$ cat config.mk
export PLATFORM = sky130hd
export DESIGN_NAME = tsxb_fci_bridge
export DESIGN_NICKNAME = d
export VERILOG_FILES = /design/src/rtl/tsxb_pkg.sv /design/src/rtl/tsxb_sync2.sv /design/src/rtl/tsxb_fci_bridge.sv
export SDC_FILE = /design/constraint.sdc
export NUM_CORES = 1
export LEC_CHECK = 0
export ABC_CLOCK_PERIOD_IN_PS = 2200
export BUFFER_PORTS_ARGS = -buffer_cell sky130_fd_sc_hd__clkbuf_2
export CAP_MARGIN = 15
export CORE_UTILIZATION = 53
export CTS_CLUSTER_SIZE = 40
export DETAILED_ROUTE_END_ITERATION = 6
export PLACE_DENSITY = 0.91
export RECOVER_POWER = 25
export SLEW_MARGIN = 10
export SYNTH_ARGS = -nofsm -noshare
export SYNTH_HDL_FRONTEND = slang
export SYNTH_SLANG_ARGS = --single-unit
$ cat constraint.sdc
create_clock -name CLK_IN -period 2.2 [get_ports CLK_IN]
set_clock_uncertainty 0.15 [all_clocks]
set_input_delay 0.44 -clock CLK_IN [delete_from_list [all_inputs] [get_ports CLK_IN]]
set_output_delay 0.44 -clock CLK_IN [all_outputs]
set_load 0.005 [all_outputs]
$ cat src/rtl/tsxb_pkg.sv
// ---------------------------------------------------------------------------
// tsxb_pkg : shared FCI mux selects and bridge state encoding.
// Rev 1.0
// ---------------------------------------------------------------------------
`default_nettype none

package tsxb_pkg;

   localparam logic [1:0] FCI_ZAL = 2'd0;
   localparam logic [1:0] FCI_ZAH = 2'd1;
   localparam logic [1:0] FCI_ZD  = 2'd2;
   localparam logic [1:0] FCI_ZC  = 2'd3;

   typedef enum logic [3:0] {
      S_IDLE = 4'd0,
      S_AL   = 4'd1,
      S_AH   = 4'd2,
      S_DT   = 4'd3,
      S_REQ  = 4'd4,
      S_RW   = 4'd5,
      S_TO   = 4'd6,
      S_DRV  = 4'd7,
      S_TF   = 4'd8,
      S_END  = 4'd9
   } state_t;

endpackage

`default_nettype wire

$ cat src/rtl/tsxb_sync2.sv
// ---------------------------------------------------------------------------
// tsxb_sync2 : two-flop synchronizer for active-low strobes, resets to 1.
// Rev 1.0
// ---------------------------------------------------------------------------
`default_nettype none

module tsxb_sync2 (
   input  logic clk,
   input  logic rst_n,
   input  logic d,
   output logic q
);

   logic meta;

   always_ff @(posedge clk or negedge rst_n) begin
      if (!rst_n) begin
         meta <= 1'b1;
         q    <= 1'b1;
      end else begin
         meta <= d;
         q    <= meta;
      end
   end

endmodule

`default_nettype wire

$ cat src/rtl/tsxb_fci_bridge.sv
// ---------------------------------------------------------------------------
// tsxb_fci_bridge : rebuilds ZX-BUS cycles from the multiplexed FCI link and
// drives claimed read data back toward the CPLD. Rev 1.0
// ---------------------------------------------------------------------------
`default_nettype none

module tsxb_fci_bridge
   import tsxb_pkg::*;
#(
   parameter int SETTLE     = 2,
   parameter int RD_TIMEOUT = 16
) (
   input  logic        CLK_IN,
   input  logic        RST_N,
   input  logic        FRD_N,
   input  logic        FWR_N,
   input  logic        FMRQ_N,
   input  logic        FIORQ_N,
   input  logic [7:0]  FCI_IN,
   output logic [7:0]  FCI_OUT,
   output logic        FCI_OE,
   output logic [1:0]  FCI_S,
   output logic        FDIR,
   output logic        req_valid,
   output logic        req_wr,
   output logic        req_io,
   output logic [15:0] req_addr,
   output logic [7:0]  req_data,
   input  logic        rd_ack,
   input  logic        rd_hit,
   input  logic [7:0]  rd_data
);

   localparam int TMO_W = $clog2(RD_TIMEOUT + 1);

   logic frd_s, fwr_s, fmrq_s, fiorq_s;
   logic rd, wr, mrq, iorq, active, phase_done;

   state_t           state, state_nx;
   logic [3:0]       cnt, cnt_nx;
   logic [TMO_W-1:0] tmo, tmo_nx;
   logic [1:0]       fci_s_nx;
   logic             fdir_nx, oe_nx, valid_nx, wr_nx, io_nx;
   logic [7:0]       out_nx, data_nx;
   logic [15:0]      addr_nx;

   tsxb_sync2 u_sync_rd   (.clk(CLK_IN), .rst_n(RST_N), .d(FRD_N),   .q(frd_s));
   tsxb_sync2 u_sync_wr   (.clk(CLK_IN), .rst_n(RST_N), .d(FWR_N),   .q(fwr_s));
   tsxb_sync2 u_sync_mrq  (.clk(CLK_IN), .rst_n(RST_N), .d(FMRQ_N),  .q(fmrq_s));
   tsxb_sync2 u_sync_iorq (.clk(CLK_IN), .rst_n(RST_N), .d(FIORQ_N), .q(fiorq_s));

   assign rd         = ~frd_s;
   assign wr         = ~fwr_s;
   assign mrq        = ~fmrq_s;
   assign iorq       = ~fiorq_s;
   assign active     = (mrq | iorq) & (rd | wr);
   assign phase_done = (cnt == 4'(SETTLE));

   always_ff @(posedge CLK_IN or negedge RST_N) begin
      if (!RST_N) begin
         state     <= S_IDLE;
         cnt       <= '0;
         tmo       <= '0;
         FCI_S     <= FCI_ZAL;
         FDIR      <= 1'b1;
         FCI_OE    <= 1'b0;
         FCI_OUT   <= '0;
         req_valid <= 1'b0;
         req_wr    <= 1'b0;
         req_io    <= 1'b0;
         req_addr  <= '0;
         req_data  <= '0;
      end else begin
         state     <= state_nx;
         cnt       <= cnt_nx;
         tmo       <= tmo_nx;
         FCI_S     <= fci_s_nx;
         FDIR      <= fdir_nx;
         FCI_OE    <= oe_nx;
         FCI_OUT   <= out_nx;
         req_valid <= valid_nx;
         req_wr    <= wr_nx;
         req_io    <= io_nx;
         req_addr  <= addr_nx;
         req_data  <= data_nx;
      end
   end

   // Direction and enable only ever move one per cycle, so the link is never
   // driven from both ends.
   always_comb begin
      state_nx = state;
      cnt_nx   = '0;
      tmo_nx   = '0;
      fci_s_nx = FCI_S;
      fdir_nx  = FDIR;
      oe_nx    = FCI_OE;
      out_nx   = FCI_OUT;
      valid_nx = 1'b0;
      wr_nx    = req_wr;
      io_nx    = req_io;
      addr_nx  = req_addr;
      data_nx  = req_data;

      case (state)
         S_IDLE: begin
            if (active) begin
               io_nx    = iorq;
               wr_nx    = wr;
               data_nx  = '0;
               fci_s_nx = FCI_ZAL;
               state_nx = S_AL;
            end
         end
         S_AL: begin
            if (!active) begin
               state_nx = S_END;
            end else if (phase_done) begin
               addr_nx[7:0] = FCI_IN;
               fci_s_nx     = FCI_ZAH;
               state_nx     = S_AH;
            end else begin
               cnt_nx = cnt + 4'd1;
            end
         end
         S_AH: begin
            if (!active) begin
               state_nx = S_END;
            end else if (phase_done) begin
               addr_nx[15:8] = FCI_IN;
               if (req_wr) begin
                  fci_s_nx = FCI_ZD;
                  state_nx = S_DT;
               end else begin
                  state_nx = S_REQ;
               end
            end else begin
               cnt_nx = cnt + 4'd1;
            end
         end
         S_DT: begin
            if (!active) begin
               state_nx = S_END;
            end else if (phase_done) begin
               data_nx  = FCI_IN;
               state_nx = S_REQ;
            end else begin
               cnt_nx = cnt + 4'd1;
            end
         end
         S_REQ: begin
            valid_nx = 1'b1;
            state_nx = req_wr ? S_END : S_RW;
         end
         S_RW: begin
            if (!active) begin
               state_nx = S_END;
            end else if (rd_ack && rd_hit) begin
               out_nx   = rd_data;
               fdir_nx  = 1'b0;
               state_nx = S_TO;
            end else if (rd_ack || (tmo == TMO_W'(RD_TIMEOUT - 1))) begin
               state_nx = S_END;
            end else begin
               tmo_nx = tmo + TMO_W'(1);
            end
         end
         S_TO: begin
            oe_nx    = 1'b1;
            state_nx = S_DRV;
         end
         S_DRV: begin
            if (!rd) begin
               oe_nx    = 1'b0;
               state_nx = S_TF;
            end
         end
         S_TF: begin
            fdir_nx  = 1'b1;
            state_nx = S_END;
         end
         S_END: begin
            if (!(mrq | iorq) && !(rd | wr)) begin
               fci_s_nx = FCI_ZAL;
               state_nx = S_IDLE;
            end
         end
         default: state_nx = S_IDLE;
      endcase
   end

endmodule

`default_nettype wire

==> out/qor.csv <==
metric;value;unit
GR Util All Layers;0.2572;
CTS HTree Levels;3;
die height;72.45;microns
outcome;complete, no violations;
# setup viols final;0;
total core area;4755;sq um
global placer's final weighted congestion;0.9281;
Area growth, synth to finish;23.22;%
Synth Warn #;0;
Die W;72.45;microns
PD cells;1218;nW/um^2
final worst setup slack;0.1116;ns
Final Max Slew Viols;0;
worst rel slew slack;0.3180;
EDFF count, synth;0;
WHS;0.02993;ns
Comb power frac;0.320;
total grt overflow;0;
Tot Pwr;3.949;mW
DR DRC count;0;
ys async rst share;1.000;
fraction of the yosys area taken by sequential cells;0.5752;
Die ar.;5248;sq um
top post-synthesis cells by area;dfrtp_1 49%, mux2_2 11%, dfstp_2 9.0%;
vias in the first global route;2063;
placed cells;329;
WP data required;2.27;ns
Hold Path Origin;FWR_N;
CTS tree;yes;
total I/O pin count;63;
Setup CP Type;flop to flop;
count of different cell masters after synthesis;48;
initial core utilization;0.5532;
placement row count;25;
crit path capture type;flop;
1st-pass router iterations;4;
Yosys reg bits;60;
share of power burned in registers;0.426;
Max FO, Critical Path;3;
Nets;302;
Synth top cells by count;51 x dfrtp_1, 26 x mux2_2, 13 x nor2_1;
Setup crit start kind;flop;
most area-hungry cell type in the Yosys netlist;dfrtp_1;
worst vdd ir;0.0008189;V
clk buf depth;2;
Pint;2.617;mW
Max Freq;478.8;MHz
largest net degree at the start of global routing;43;
first-pass GRT wire length;9763;microns
syn nets;228;
Syn Inst Count;200;
Hold Crit Class;input port to flop;
Vias/cell;5.786;
Max-Cap Viols;0;
Least-Margin Pin Slew;1.023;ns
pre-CTS setup slack;0.1440;ns
FILL cells;349;
HPWL after DPL;4116;microns
Routed WL per cell;17.11;microns
LEAKAGE;1.583;nW
diode count;0;
fraction of power spent switching nets;0.3372;
via count;2002;
Syn Area/Cell;13.15;sq um
share of the synthesized area in the top cell type;0.4853;
Total Wirelength;5920;microns
Worst Path Arrival;2.16;ns
RSZ-0062 raised after global routing;no;
Clock Sinks;60;
worst r2r src;tmo[0];
sw power;1.331;mW
root buffer cell;clkbuf_8;
IO buf count;62;
initial antenna violation count;0;
final hold violation count;0;
most used flip-flop cell after synthesis;dfrtp_1;
Final min period;2.088;ns
cts bufs inserted;9;
drt first-iter violations;143;
Clock Power Share;0.254;
Syn Std Cell Area;2630;sq um
non-filler cells, final;346;
Final TNS setup;0;ns
post-route ant nets;0;
most common cell in the netlist;dfrtp_1;
Clk Latency, worst-skew pair;0.34;ns
clk slew on worst S/H paths;0.06;ns
crit path launch;tmo[0];
layout cell share with drive strength beyond 1;0.4910;
post-route clock period utilization;0.9493;
-- repair_timing --
action                     4_1_cts  5_1_grt
hold endpoints to repair        16        0
gates resized for setup          0        0
setup endpoints to repair        0        0
hold buffers                     1        0
setup buffers                    0        0
-- per-layer routing --
| metal | track usage | routed length (microns) | share of wire |
|---|---|---|---|
| met1 | 0.3163 | 2293 | 0.39 |
| met2 | 0.4071 | 3018 | 0.51 |
| met3 | 0.08056 | 431 | 0.073 |
| met4 | 0.1394 | 177 | 0.030 |
| met5 | 0 | 0 | 0 |
-- through the flow --
stage,util,area [sq um]
floorplan,-,2630
global placement,0.6395,3040
detailed placement,0.6395,3040
CTS,0.6842,3253
global route,0.6816,3241
finish,0.6816,3241
-- worst max-delay path, cell delays in order (launching register included) --
cell     delay, ns
dfrtp_1       0.41
ha_1          0.24
and3_1        0.19
ha_1          0.17
nor2_1        0.13
a32oi_1       0.15
nand4_1       0.20
mux2_2        0.35
-- registers in the layout, indices dropped and copies added, names as in the netlist --
register / flops
FCI_OE: 1
FCI_OUT: 8
FCI_S: 2
FDIR: 1
cnt: 4
req_addr: 16
req_data: 8
req_io: 1
req_valid: 1
req_wr: 1
state: 4
tmo: 5
u_sync_iorq.meta: 1
u_sync_iorq.q: 1
u_sync_mrq.meta: 1
u_sync_mrq.q: 1
u_sync_rd.meta: 1
u_sync_rd.q: 1
u_sync_wr.meta: 1
u_sync_wr.q: 1
-- kinds of logic after synthesis --
family                   synth area share
adder cells (fa/ha/maj)           0.01903
AND/OR/NAND/NOR                    0.1442
AO/OA/AOI/OAI                      0.1132
XOR/XNOR                          0.01332
multiplexers                       0.1151
flip-flops                         0.5752
buffers and inverters             0.01998
-- final cells by class --
class,count,area [sq um],area share
timing repair buffer,68,357.8,0.1104
tap,67,83.83,0.02587
sequential,60,1513,0.4668
clock inverter,4,47.55,0.01467
clock buffer,12,155.1,0.04788
multi-input combinational,130,1065,0.3286
inverter,5,18.77,0.005792
-- worst paths after layout --
| check | cells past startpoint | to | slack [ns] |
|---|---|---|---|
| worst min-delay path | 1 | u_sync_wr.meta | 0.03 |
| max in group asynchronous | 3 | u_sync_iorq.q | 0.32 |
| worst max-delay path | 7 | state[0] | 0.11 |
| min in group asynchronous | 2 | cnt[1] | 0.64 |
| worst min register to register | 0 | u_sync_rd.q | 0.21 |
| worst max register to register | 7 | state[0] | 0.11 |
-- power groups by stage --
stage | Clock (mW) | Combinational, mW | Sequential, mW
after floorplan | 0 | 0.811 | 1.62
after global placement | 0 | 1.19 | 1.67
after detailed placement | 0 | 1.25 | 1.69
after CTS | 1.02 | 1.27 | 1.67
after global routing | 1.06 | 1.39 | 1.72
final | 1.00 | 1.26 | 1.68
-- layout by cell type (no fill, tap or decap), drive strengths merged, types with 2 or more instances in the layout --
cell | synthesis | routed
a21oi | 4 | 4
and3 | 2 | 2
nor2b | 3 | 3
xnor2 | 2 | 2
dfstp | 9 | 9
a22o | 3 | 3
ha | 4 | 4
clkinv | 0 | 2
nor2 | 13 | 13
mux2 | 26 | 26
a32oi | 2 | 2
o21ai | 7 | 7
dfrtp | 51 | 51
nand2 | 7 | 7
nand2b | 2 | 2
nand4 | 13 | 13
inv | 5 | 5
xor2 | 2 | 2
clkbuf | 0 | 74
a21bo | 9 | 9
buf | 5 | 5
nand3 | 11 | 11
nor3 | 2 | 2
(Power assumes the default switching activity.)
